<file path="src/rtl/hazard_detection_unit.sv">
`default_nettype none
// ============================================================================
//  Module      : hazard_detection_unit
//  Description : Stalls PC and IF/ID on load-use and branch-operand hazards
//                that forwarding cannot cover. Inserts ID/EX bubbles, flushes
//                IF/ID on taken branches and jumps, and keeps saturating
//                stall and flush statistics.
//  Revision    : 1.0 - initial release
// ============================================================================
module hazard_detection_unit #(
  parameter int REG_W = 5,
  parameter int CNT_W = 16
) (
  input  logic             clk,
  input  logic             reset,
  input  logic [REG_W-1:0] IFID_Rs,
  input  logic [REG_W-1:0] IFID_Rt,
  input  logic             ID_UsesRt,
  input  logic             ID_Branch,
  input  logic             ID_BranchTaken,
  input  logic             ID_Jump,
  input  logic             IDEX_MemRead,
  input  logic             IDEX_RegWrite,
  input  logic [REG_W-1:0] IDEX_WR,
  input  logic             EXMEM_MemRead,
  input  logic [REG_W-1:0] EXMEM_WR,
  output logic             PCWrite,
  output logic             IFID_Write,
  output logic             IDEX_Bubble,
  output logic             IFID_Flush,
  output logic [CNT_W-1:0] stall_cycles,
  output logic [CNT_W-1:0] flush_count
);

  typedef enum logic [0:0] {
    RUN   = 1'b0,
    STALL = 1'b1
  } state_t;

  state_t           state_q, state_d;
  logic [1:0]       cnt_q, cnt_d;
  logic [CNT_W-1:0] stall_cycles_q, stall_cycles_d;
  logic [CNT_W-1:0] flush_count_q, flush_count_d;

  logic       idex_match;
  logic       exmem_match;
  logic       need_two;
  logic       need_one;
  logic [1:0] n_req;
  logic       stall;
  logic       stall_eff;
  logic       flush_eff;

  // Source-operand match against the EX and MEM destinations; $0 never matches
  // and a destination equal to both Rs and Rt yields a single match.
  always_comb begin
    idex_match  = (IDEX_WR != '0) &&
                  ((IDEX_WR == IFID_Rs) || (ID_UsesRt && (IDEX_WR == IFID_Rt)));
    exmem_match = (EXMEM_WR != '0) &&
                  ((EXMEM_WR == IFID_Rs) || (ID_UsesRt && (EXMEM_WR == IFID_Rt)));
  end

  // Hazard classification; the required stall count is the largest that applies.
  always_comb begin
    need_two = ID_Branch && IDEX_MemRead && idex_match;
    need_one = (!ID_Branch && IDEX_MemRead && idex_match) ||
               (ID_Branch && IDEX_RegWrite && !IDEX_MemRead && idex_match) ||
               (ID_Branch && EXMEM_MemRead && exmem_match);
    if (need_two) begin
      n_req = 2'd2;
    end else if (need_one) begin
      n_req = 2'd1;
    end else begin
      n_req = 2'd0;
    end
  end

  // Next-state logic: a two-cycle hazard parks in STALL for one extra cycle,
  // during which detection is masked.
  always_comb begin
    state_d = state_q;
    cnt_d   = cnt_q;
    stall   = 1'b0;
    case (state_q)
      RUN: begin
        if (n_req != 2'd0) begin
          stall = 1'b1;
          if (n_req == 2'd2) begin
            state_d = STALL;
            cnt_d   = 2'd1;
          end
        end
      end
      STALL: begin
        stall   = 1'b1;
        state_d = RUN;
        cnt_d   = 2'd0;
      end
      default: begin
        state_d = RUN;
        cnt_d   = 2'd0;
      end
    endcase
  end

  // Pipeline control outputs; a low reset forces the pass-through values
  // regardless of whatever hazard the inputs present.
  always_comb begin
    stall_eff   = stall && reset;
    flush_eff   = reset && !stall && (ID_Jump || (ID_Branch && ID_BranchTaken));
    PCWrite     = !stall_eff;
    IFID_Write  = !stall_eff;
    IDEX_Bubble = stall_eff;
    IFID_Flush  = flush_eff;
  end

  // Saturating statistics: hold at all-ones instead of wrapping.
  always_comb begin
    stall_cycles_d = stall_cycles_q;
    flush_count_d  = flush_count_q;
    if (stall_eff && (stall_cycles_q != '1)) begin
      stall_cycles_d = stall_cycles_q + CNT_W'(1);
    end
    if (flush_eff && (flush_count_q != '1)) begin
      flush_count_d = flush_count_q + CNT_W'(1);
    end
  end

  // State and statistics registers; reset abandons any pending stall cycle.
  always_ff @(posedge clk or negedge reset) begin
    if (!reset) begin
      state_q        <= RUN;
      cnt_q          <= 2'd0;
      stall_cycles_q <= '0;
      flush_count_q  <= '0;
    end else begin
      state_q        <= state_d;
      cnt_q          <= cnt_d;
      stall_cycles_q <= stall_cycles_d;
      flush_count_q  <= flush_count_d;
    end
  end

  assign stall_cycles = stall_cycles_q;
  assign flush_count  = flush_count_q;

endmodule
`default_nettype wire

</file>
<file path="config.mk">
export PLATFORM = sky130hd
export DESIGN_NAME = hazard_detection_unit
export DESIGN_NICKNAME = d
export VERILOG_FILES = /design/src/rtl/hazard_detection_unit.sv
export SDC_FILE = /design/constraint.sdc
export NUM_CORES = 1
export LEC_CHECK = 0
export BUFFER_PORTS_ARGS = -buffer_cell sky130_fd_sc_hd__buf_4
export CAP_MARGIN = 20
export CORE_UTILIZATION = 50
export DETAILED_ROUTE_END_ITERATION = 8
export PLACE_DENSITY = 0.85
export SLEW_MARGIN = 20
export SYNTH_ARGS = -nofsm -noshare
export SYNTH_HDL_FRONTEND = slang
export SYNTH_SLANG_ARGS = --single-unit
export TNS_END_PERCENT = 100
</file>
<file path="constraint.sdc">
create_clock -name clk -period 2.5 [get_ports clk]
set_clock_uncertainty 0.05 [all_clocks]
set_input_delay 0.375 -clock clk [delete_from_list [all_inputs] [get_ports clk]]
set_output_delay 0.375 -clock clk [all_outputs]
set_load 0.005 [all_outputs]
</file>
==> summary.md <==
| Metric | Value |
|---|---|
| Status | `complete, no violations` |
| Max-Cap Viols | `0` |
| FILL cells | `265` |
| Mapped cell area | `1857 sq um` |
| Reg power frac | `between 40% and 50%` |
| Synth area leaders | `dfrtp_1, xnor2_1, xor2_1` |
| Vias per cell | `5.264` |
| Logic pwr share | `22.0%` |
| Clk slew on worst S/H paths | `60 ps` |
| Internal power | `0.001137 W` |
| Leakage | `1.173 nW` |
| Post-Synth Simple-Gate Area | `around 24%` |
| Fmax | `436.5 MHz` |
| CTS H-tree depth | `2` |
| Post-CTS Resized | `0` |
| Synth top area share | `44.47%` |
| Setup crit start kind | `input pin` |
| All-Layer GR Usage | `23.05%` |
| Ports | `65` |
| Largest net degree at the start of global routing | `23` |
| Post-DP Area | `2387 sq um` |
| Sum Neg Setup Slack | `0 ps` |
| CP endpoint kind | `output pin` |
| CTS tree | `done` |
| Syn nets | `209` |
| Post-Syn Instances | `~180` |
| Relative slew margins | `between 70 and 80%` |
| Syn Area/Cell | `10.43 sq um` |
| Die width | `approximately 63 um` |
| RSZ-0062 raised after global routing | `no` |
| Layout cells sized above 1 | `33.20%` |
| YS warnings | `0` |
| N_diodes | `0` |
| TritonCTS Buffers | `5` |
| Longest Clk Path Bufs | `2` |
| Routability Congestion | `0.9674` |
| Die Footprint | `just under 4000 sq um` |
| Mux cell area share after synthesis | `2.426%` |
| Compound-gate portion of the synthesized area | `3.639%` |
| DIE HEIGHT | `approximately 63 um` |
| # rows | `21` |
| Pwr dens | `620.8 nW/um^2` |
| Adder-cell share of the synthesized area | `1.348%` |
| Starting Density | `53.94%` |
| DRT Pass-1 Iters | `4` |
| Peak supply drop | `0.4076 mV` |
| Clock share of power | `33.4%` |
| Largest family of logic cells by synthesized area | `simple AND/OR/NAND/NOR gates` |
| HPWL Detailed | `3.168 mm` |
| Final Hold Vio Count | `0` |
| Worst-Skew Late Latency | `between 200 and 300 ps` |
| Clock sinks | `33` |
| Worst Tran Pin Value | `around 410 ps` |
| Drt initial violations | `127` |
| Grt ovf | `0` |
| Final setup viols | `0` |
| P&R area growth vs syn | `35.38%` |
| Root Driver | `clkbuf_8` |
| Initial antenna violation count | `0` |
| Worst Path Max Fanout | `5` |
| Slew Limit Fails | `0` |
| DRT antenna net count | `0` |
| Vias in the first global route | `1,477` |
| CORE AREA | `3442 sq um` |
| Switching share of power | `27.13%` |
| Post-layout min period | `2291 ps` |
| Psw | `between 0.0004 and 0.0005 W` |
| Finished Cell Area | `2514 sq um` |
| XOR/XNOR Fraction of Synth Area | `a little under a quarter` |
| Cell taking the most area after synthesis | `dfrtp_1` |
| Part of the Yosys area used for sequential elements | `44.47%` |
| Nets | `280` |
| CP required | `2080 ps` |
| Routed WL per cell | `approximately 14 um` |
| FF+latch count, synth | `33` |
| Hold Crit Class | `in -> reg` |
| Final worst-path cycle share | `91.64%` |
| Critical path arrival | `1870 ps` |
| Global-route wire length before repair | `7.044 mm` |
| IO Port Bufs | `64` |
| Post-route DRC | `0` |
| Synth unique cells | `35` |
| Vias | `between 1,500 and 2,000` |
| Crit Path Class | `in -> out` |
| Wirelength, routed | `between 4 and 5 mm` |
[worst paths after layout]
kind                                start               end  cells after the start  slack, ps
max reg2reg                flush_count[0]    flush_count[1]                      7        240
min                          IDEX_MemRead           state_q                      3        280
max in group asynchronous           reset           state_q                      3       1440
min in group asynchronous           reset  stall_cycles[14]                      2        440
min reg2reg                       state_q           state_q                      1        390
max                            IDEX_WR[0]       IDEX_Bubble                      8        210
[power groups by stage]
stage                     Clock (W)  Sequential, W  Combinational [W]
after floorplan                   0       0.000693           0.000148
after CTS                  0.000523       0.000696           0.000347
final                      0.000520       0.000696           0.000344
after global placement            0       0.000700           0.000336
after detailed placement          0       0.000705           0.000346
after global routing       0.000555       0.000707           0.000381
[timing repair]
action | in CTS | in global routing
hold buffers | 1 | 0
endpoints found under the hold margin | 11 | 0
setup buffers | 0 | 0
[layout by cell type (no fill, tap or decap)]
cell | synthesis | final
nor4_1 | 3 | 3
xnor2_1 | 34 | 34
dfrtp_1 | 33 | 33
buf_4 | 1 | 66
clkbuf_1 | 1 | 1
nand3b_1 | 1 | 1
dlygate4sd3_1 | 0 | 1
nor3_2 | 1 | 1
o21a_4 | 1 | 1
o22ai_1 | 1 | 1
clkbuf_8 | 0 | 6
mux2_1 | 2 | 2
o21ai_2 | 1 | 1
nor3_4 | 2 | 2
nor3b_4 | 1 | 1
bufinv_16 | 0 | 1
nand2b_1 | 1 | 1
or2_2 | 1 | 1
nand3_1 | 17 | 17
nor2_2 | 1 | 1
nor2b_1 | 1 | 1
ha_1 | 2 | 2
a41o_1 | 1 | 1
and3_1 | 8 | 8
and4_1 | 2 | 2
nand4_1 | 9 | 9
xor2_1 | 14 | 14
or4_1 | 1 | 1
a32oi_1 | 1 | 1
nor3_1 | 2 | 2
o31a_1 | 1 | 1
nand2_1 | 18 | 18
and2_1 | 1 | 1
nor2_1 | 9 | 9
a21oi_1 | 2 | 2
mux2_2 | 2 | 2
inv_1 | 1 | 1
[final cells by class]
class	count	area [sq um]	area share, %
timing repair buffer	67	505.5	20.11
inverter	1	3.754	0.1493
tap	46	57.56	2.290
sequential	33	825.8	32.85
clock inverter	1	30.03	1.195
clock buffer	7	86.33	3.435
multi-input combinational	141	1005	39.97
[registers in the layout (all words and copies together), names as in the netlist]
| name | cells |
|---|---|
| state_q | 1 |
| flush_count | 16 |
| stall_cycles | 16 |
[metrics by stage]
step	hold WS, ps	utilization (%)	worst slack [ps]	total power (W)	std cells
final	280.6	73.03	208.9	0.001560	296
after global routing	297.1	73.03	33.55	0.001643	296
after CTS	276.8	73.03	177.4	0.001567	296
after detailed placement	181.7	69.36	144.1	0.001051	287
after global placement	180.1	69.36	180.3	0.001036	287
after floorplan	29.41	-	404.7	0.0008403	178
[cell families after synthesis]
family          Yosys count
compound gates            8
xor+xnor                 48
flops                    33
mux                       4
buf+inv                   4
simple gates             79
fa+ha+maj                 2
[cell usage after synthesis, drive strengths merged]
cell,instances
o21ai,1
xnor2,34
nor2,10
buf,2
nor3b,1
inv,1
o31a,1
and2,1
or4,1
mux2,4
o22ai,1
nor4,3
nand2,18
nor3,5
or2,1
a41o,1
and3,8
nand2b,1
o21a,1
nand3b,1
xor2,14
a21oi,2
and4,2
ha,2
a32oi,1
dfrtp,33
clkbuf,1
nand4,9
nand3,17
nor2b,1
[routing by layer]
| layer | global-route usage (%) | vias up | wire length, um |
|---|---|---|---|
| met5 | 0 | - | 0 |
| met4 | 6.395 | 0 | 41 |
| met3 | 6.934 | 6 | 272 |
| met2 | 37.23 | 51 | 1980 |
| met1 | 29.75 | 742 | 1808 |
| li1 | - | 759 | - |
[critical path, stage by stage]
cell and delay, ps:
buf_4 130, xor2_1 160, nor4_1 250, a32oi_1 200
nor3_4 390, o21ai_2 170, inv_1 80, buf_4 100
Power figures use the tool's default switching activity.
